**config.mk**
```make
export PLATFORM = sky130hd
export DESIGN_NAME = ls190_seq
export DESIGN_NICKNAME = d
export VERILOG_FILES = /design/src/rtl/ls190_seq.sv
export SDC_FILE = /design/constraint.sdc
export NUM_CORES = 1
export LEC_CHECK = 0
export ABC_AREA = 1
export BUFFER_PORTS_ARGS = -buffer_cell sky130_fd_sc_hd__buf_2
export CORE_UTILIZATION = 44
export CTS_BUF_LIST = sky130_fd_sc_hd__clkbuf_4 sky130_fd_sc_hd__clkbuf_8
export DETAILED_ROUTE_END_ITERATION = 8
export GPL_TIMING_DRIVEN = 0
export PLACE_DENSITY = 0.79
export REMOVE_ABC_BUFFERS = 1
export SLEW_MARGIN = 10
export SYNTH_ARGS = -nofsm -noshare
export SYNTH_HDL_FRONTEND = slang
export SYNTH_SLANG_ARGS = --single-unit
```
**constraint.sdc**
```tcl
create_clock -name clk -period 1.3 [get_ports clk]
set_input_delay 0.26 -clock clk [delete_from_list [all_inputs] [get_ports clk]]
set_output_delay 0.26 -clock clk [all_outputs]
set_load 0.02 [all_outputs]
```
**src/rtl/ls190_seq.sv**
```systemverilog
// Sequencer for a two-decade sn74ls190 BCD counter: loads a BCD preset, counts
// it to 00 (down) or 99 (up), stops exactly at the terminal value and pulses done.
module ls190_seq (
    input  logic       clk,
    input  logic       rst,
    input  logic       start,
    input  logic       abort,
    input  logic [7:0] preset,
    input  logic       dir,
    input  logic       reload,
    input  logic [7:0] cnt_q,
    output logic [7:0] cnt_d,
    output logic       cnt_load_n,
    output logic       cnt_en_n,
    output logic       cnt_updn,
    output logic       busy,
    output logic       done,
    output logic       err
);

    typedef enum logic [1:0] {
        IDLE = 2'd0,
        LOAD = 2'd1,
        RUN  = 2'd2
    } state_t;

    state_t     state_q, state_d;
    logic [7:0] cnt_d_q, cnt_d_d;
    logic       cnt_load_n_q, cnt_load_n_d;
    logic       cnt_updn_q, cnt_updn_d;
    logic       reload_q, reload_d;
    logic       done_q, done_d;
    logic       err_q, err_d;

    logic [7:0] term;
    logic       at_term;
    logic       q_valid;

    function automatic logic is_bcd(input logic [7:0] v);
        return (v[7:4] <= 4'd9) && (v[3:0] <= 4'd9);
    endfunction

    assign term    = cnt_updn_q ? 8'h99 : 8'h00;
    assign at_term = (cnt_q == term);
    assign q_valid = is_bcd(cnt_q);

    // abort outranks start, terminal detection and readback errors
    always_comb begin
        state_d      = state_q;
        cnt_d_d      = cnt_d_q;
        cnt_updn_d   = cnt_updn_q;
        reload_d     = reload_q;
        cnt_load_n_d = 1'b1;
        done_d       = 1'b0;
        err_d        = 1'b0;

        if (abort) begin
            state_d = IDLE;
        end else begin
            case (state_q)
                IDLE: begin
                    if (start) begin
                        if (!is_bcd(preset)) begin
                            err_d = 1'b1;
                        end else begin
                            cnt_d_d      = preset;
                            cnt_updn_d   = dir;
                            reload_d     = reload;
                            cnt_load_n_d = 1'b0;
                            state_d      = LOAD;
                        end
                    end
                end
                LOAD: begin
                    state_d = RUN;
                end
                RUN: begin
                    if (at_term) begin
                        done_d = 1'b1;
                        if (reload_q) begin
                            cnt_load_n_d = 1'b0;
                            state_d      = LOAD;
                        end else begin
                            state_d = IDLE;
                        end
                    end else if (!q_valid) begin
                        err_d   = 1'b1;
                        state_d = IDLE;
                    end
                end
                default: begin
                    state_d = IDLE;
                end
            endcase
        end
    end

    always_ff @(posedge clk) begin
        if (rst) begin
            state_q      <= IDLE;
            cnt_d_q      <= 8'h00;
            cnt_load_n_q <= 1'b1;
            cnt_updn_q   <= 1'b0;
            reload_q     <= 1'b0;
            done_q       <= 1'b0;
            err_q        <= 1'b0;
        end else begin
            state_q      <= state_d;
            cnt_d_q      <= cnt_d_d;
            cnt_load_n_q <= cnt_load_n_d;
            cnt_updn_q   <= cnt_updn_d;
            reload_q     <= reload_d;
            done_q       <= done_d;
            err_q        <= err_d;
        end
    end

    // Enable is combinational so the counter can never step past the terminal value
    assign cnt_en_n   = !((state_q == RUN) && !abort && !at_term && q_valid);
    assign busy       = (state_q != IDLE);
    assign cnt_d      = cnt_d_q;
    assign cnt_load_n = cnt_load_n_q;
    assign cnt_updn   = cnt_updn_q;
    assign done       = done_q;
    assign err        = err_q;

endmodule
```
# == Word-level counts from Yosys, hierarchy flattened ==
# Index checks and enable logic that the tools add are counted.
# totals
register_bits,15
out_inout_bits,14
# op_classes
n_eq_ne,6
n_reduce_logical,14
n_bitwise,2
n_mux,17
magnitude_cmp,4
# ops
op,count
"4-bit less-or-equal comparator, second input constant",4
1-bit two-way mux,9
8-bit equality test,1
2-bit two-way mux,4
8-bit two-way mux,1
2-bit one-hot mux with 3 select lines,1
1-bit logical AND,5
"2-bit != test, second input constant",2
1-bit one-hot mux with 2 select lines,2
4-bit AND reduction,1
1-bit zero test,3
"3-bit != test, second input constant",1
3-bit AND reduction,1
3-bit OR reduction,1
"2-bit by 1-bit equality test with 1-bit output, second input constant",1
"2-bit equality test, second input constant",1
2-bit zero test,1
1-bit NOT,2
2-bit nonzero test,1
2-bit OR reduction,1

# == Logic depth before layout (Yosys ltp) ==
# depth
word_depth,6
mapped_depth,7

# == Least setup slack after synthesis ==
# OpenSTA, ideal clock, no wires.
# synth_path
kind,reg-to-output
from,"register cnt_updn_q, in the netlist cnt_updn"
to,output port cnt_en_n
setup_slack_ns,-0.072
arrival_ns,1.112
stages_incl_launch_ff,5
path_cell_list,dfxtp_1 o21ai_0 nand3_1 nand3_1 or2_2
# synth_via
elab_chain_cells,6
# synth_lines
element,line_no,text
start: declaration,30,"logic cnt_updn_q, cnt_updn_d;"
start signal: assignment,111,cnt_updn_q <= cnt_updn_d;
8-bit two-way mux,43,assign term = cnt_updn_q ? 8'h99 : 8'h00;
8-bit equality test,44,assign at_term = (cnt_q == term);
1-bit zero test,119,assign cnt_en_n = !((state_q == RUN) && !abort && !at_term && q_valid);
1-bit logical AND (2 in series),119,
1-bit zero test,119,
end: declaration,14,"output logic cnt_en_n,"
# Every way passes these cells.

# == Final worst setup path ==
# Ends and elaborated chain as after synthesis.

==> results.json <==
{
  "status": "finished with violations",
  "violations": "setup timing",
  "p_leak_nw": 0.5002,
  "antenna_found_initial": 0,
  "swShare": 0.2820,
  "required_ps": 1040,
  "gp_congestion": 0.7935,
  "cts_tree": "done",
  "remaining_drc_errors": 0,
  "ys_seq_area_frac": 0.4554,
  "diodes": 0,
  "initial_utilization": 0.4884,
  "synthArstFlopShare": 0,
  "drt_pass1_iterations": 4,
  "cts_buffers": 3,
  "hold_class": "input port to flip-flop",
  "worstPathMaxFanout": 3,
  "ys_ff_latch": 15,
  "maxCapViolCount": 0,
  "worstRegToRegCells": 7,
  "synth_common_cells": "nor2_1 (28), dfxtp_1 (15), o21ai_1 (12)",
  "worstPathArrival_ps": 1270,
  "grt_pass1_wl_um": 2373,
  "syn2layout_area_growth_pct": 57.69,
  "final-seq-area_um2": 306.5,
  "dp_worst_setup_slack_ps": -211.8,
  "cell_internal_pwr_uw": 706.0,
  "r2r_start": "state_q[1]$_SDFFE_PP0P_",
  "netlist.area_leader.share": 0.4554,
  "final_util": 0.7702,
  "grt-ovfl-total": 0,
  "maxSlewViolCount": 0,
  "r2r-end": "cnt_d[7]$_SDFFE_PP0P_",
  "min_period_ps": 1533,
  "syn_area_um2": 659.4,
  "crit_path_end_kind": "primary output",
  "synth_edf_count": 0,
  "wirelength_um": 1803,
  "synth_top_area_cell": "dfxtp_1",
  "placeableCoreArea_um2": 1350,
  "period_share": 1.179,
  "fin_nets": 164,
  "fin_skew_ps": 4.319,
  "dp_hpwl_um": 1077,
  "rows": 13,
  "pwr-share-clk": 0.289,
  "slew_headroom": 0.6985,
  "whs_path_depth": 3,
  "syn_avg_cell_area_um2": 7.167,
  "total_power_uw": 983.3,
  "postCtsHoldBufs": 0,
  "clock-sinks": 15,
  "clock_latency_ps": 280,
  "io_pins": 36,
  "cts-htree-levels": 1,
  "clk_pin_slew_ps": 80,
  "p_comb_frac": 0.212,
  "vias": 777,
  "cts-root-buf": "clkbuf_4",
  "vias_per_cell": 4.981,
  "synth_area_leaders": "dfxtp_1 (46%), nor2_1 (16%), o21ai_1 (9.1%)",
  "min_to": "cnt_updn$_SDFFE_PP0P_",
  "synth_flop_cell": "dfxtp_1",
  "synth_most_common_cell": "nor2_1",
  "drive_gt1_frac": 0.5248,
  "clk_path_buf_depth": 2,
  "ys_warn_count": 0,
  "fp.dieW_um": 40.71,
  "multiInputGateArea_um2": 374.1,
  "io_buffers": 35,
  "fill_cells": 110,
  "wl_per_cell_um": 11.56,
  "power.density_nw_per_um2": 945.7,
  "drt_first_iter_violations": 13,
  "die_area_um2": 1657,
  "finalSetupViolations": 1,
  "r2r_slack_ps": 40,
  "ant_nets": 0,
  "netlist_instances": 92,
  "grt_setup_unrepaired": "true",
  "power_switching_uw": 277.3,
  "grt_pass1_vias": 597,
  "worst_slack_ps": -233.0,
  "pwr-share-seq": 0.499,
  "fmaxAchievable_mhz": 652.3,
  "grt_use_total": 0.2260,
  "min_from": "dir",
  "ys_types": 21,
  "final_hold_viol_count": 0,
  "worst_pin_slew_ps": 449.3,
  "fin_tns_setup_ps": -233.0,
  "die_y_um": 40.71,
  "grt_max_degree": 12,
  "criticalPathCategory": "flip-flop to primary output",
  "timing.hold.ws_ps": 219.0,
  "irDropWorstVdd_v": 0.0005202,
  "crit_path_start_kind": "flip-flop"
}
## flip-flops by register name, summed over array words and instances, names as in the netlist
| name | count |
|---|---|
| done | 1 |
| reload_q | 1 |
| state_q | 2 |
| cnt_updn | 1 |
| cnt_d | 8 |
| err | 1 |
| cnt_load_n | 1 |
## how the worst max path moves through the flow
stage / from / to / cells past startpoint
floorplan: cnt_updn$_SDFFE_PP0P_ / cnt_en_n / 4
global placement: cnt_q[5] / cnt_en_n / 7
detailed placement: cnt_q[5] / cnt_en_n / 7
CTS: cnt_updn$_SDFFE_PP0P_ / cnt_en_n / 6
global route: cnt_updn$_SDFFE_PP0P_ / cnt_en_n / 6
finish: cnt_updn$_SDFFE_PP0P_ / cnt_en_n / 6
## cells in the final DEF, fill, tap and decap left out, drive strengths merged
master	n
clkbuf	4
nand2	9
or2	1
nor2	30
o21ai	13
and2	1
a21oi	4
nand3	6
buf	44
inv	11
dfxtp	15
nand4	1
nand2b	1
nor4	1
## cell families after synthesis
group	synth area share
AND/OR/NAND/NOR	0.3340
AO/OA/AOI/OAI	0.1347
flip-flops	0.4554
buffers and inverters	0.07589
## stage by stage
stage          cells  instance area, um^2
2_1_floorplan     91                648.1
3_3_place_gp     141                842.1
3_5_place_dp     141                842.1
4_1_cts          151                973.4
5_1_grt          156                 1040
6_report         156                 1040
## area by class of cell
type / instances / area share
inverters: 10 / 0.04332
well taps: 15 / 0.01805
flip-flops and latches: 15 / 0.2948
repair buffers: 44 / 0.2491
clock buffers: 4 / 0.02888
repair inverters: 1 / 0.006017
multi-input cells: 67 / 0.3598
## critical path, cell delays in order (launching register included)
cell and delay, ps:
dfxtp_2 350, inv_2 50, nand2_2 60, nand3_2 90
nand3_2 80, or2_4 240, buf_6 130
## power by group through the flow
stage	clock, mW	sequential [mW]	combinational (mW)
after floorplan	0	0.522	0.0721
after global placement	0	0.500	0.156
after detailed placement	0	0.501	0.160
after CTS	0.296	0.490	0.182
after global routing	0.324	0.494	0.230
final	0.284	0.491	0.209
## what timing repair did
item	4_1_cts	5_1_grt
gates cloned	0	2
pin swaps	2	2
endpoints found under the setup margin	2	12
endpoints found under the hold margin	0	0
gates resized for setup	21	8
setup buffers	6	3
## layer usage
layer	global-route usage	vias up	routed length (um)
li1	-	400	-
met2	0.3889	28	908
met4	0.1250	0	34
met3	0.06522	4	86
met5	0	-	0
met1	0.2459	345	774
Note: power is estimated with default switching activity, not from simulation.
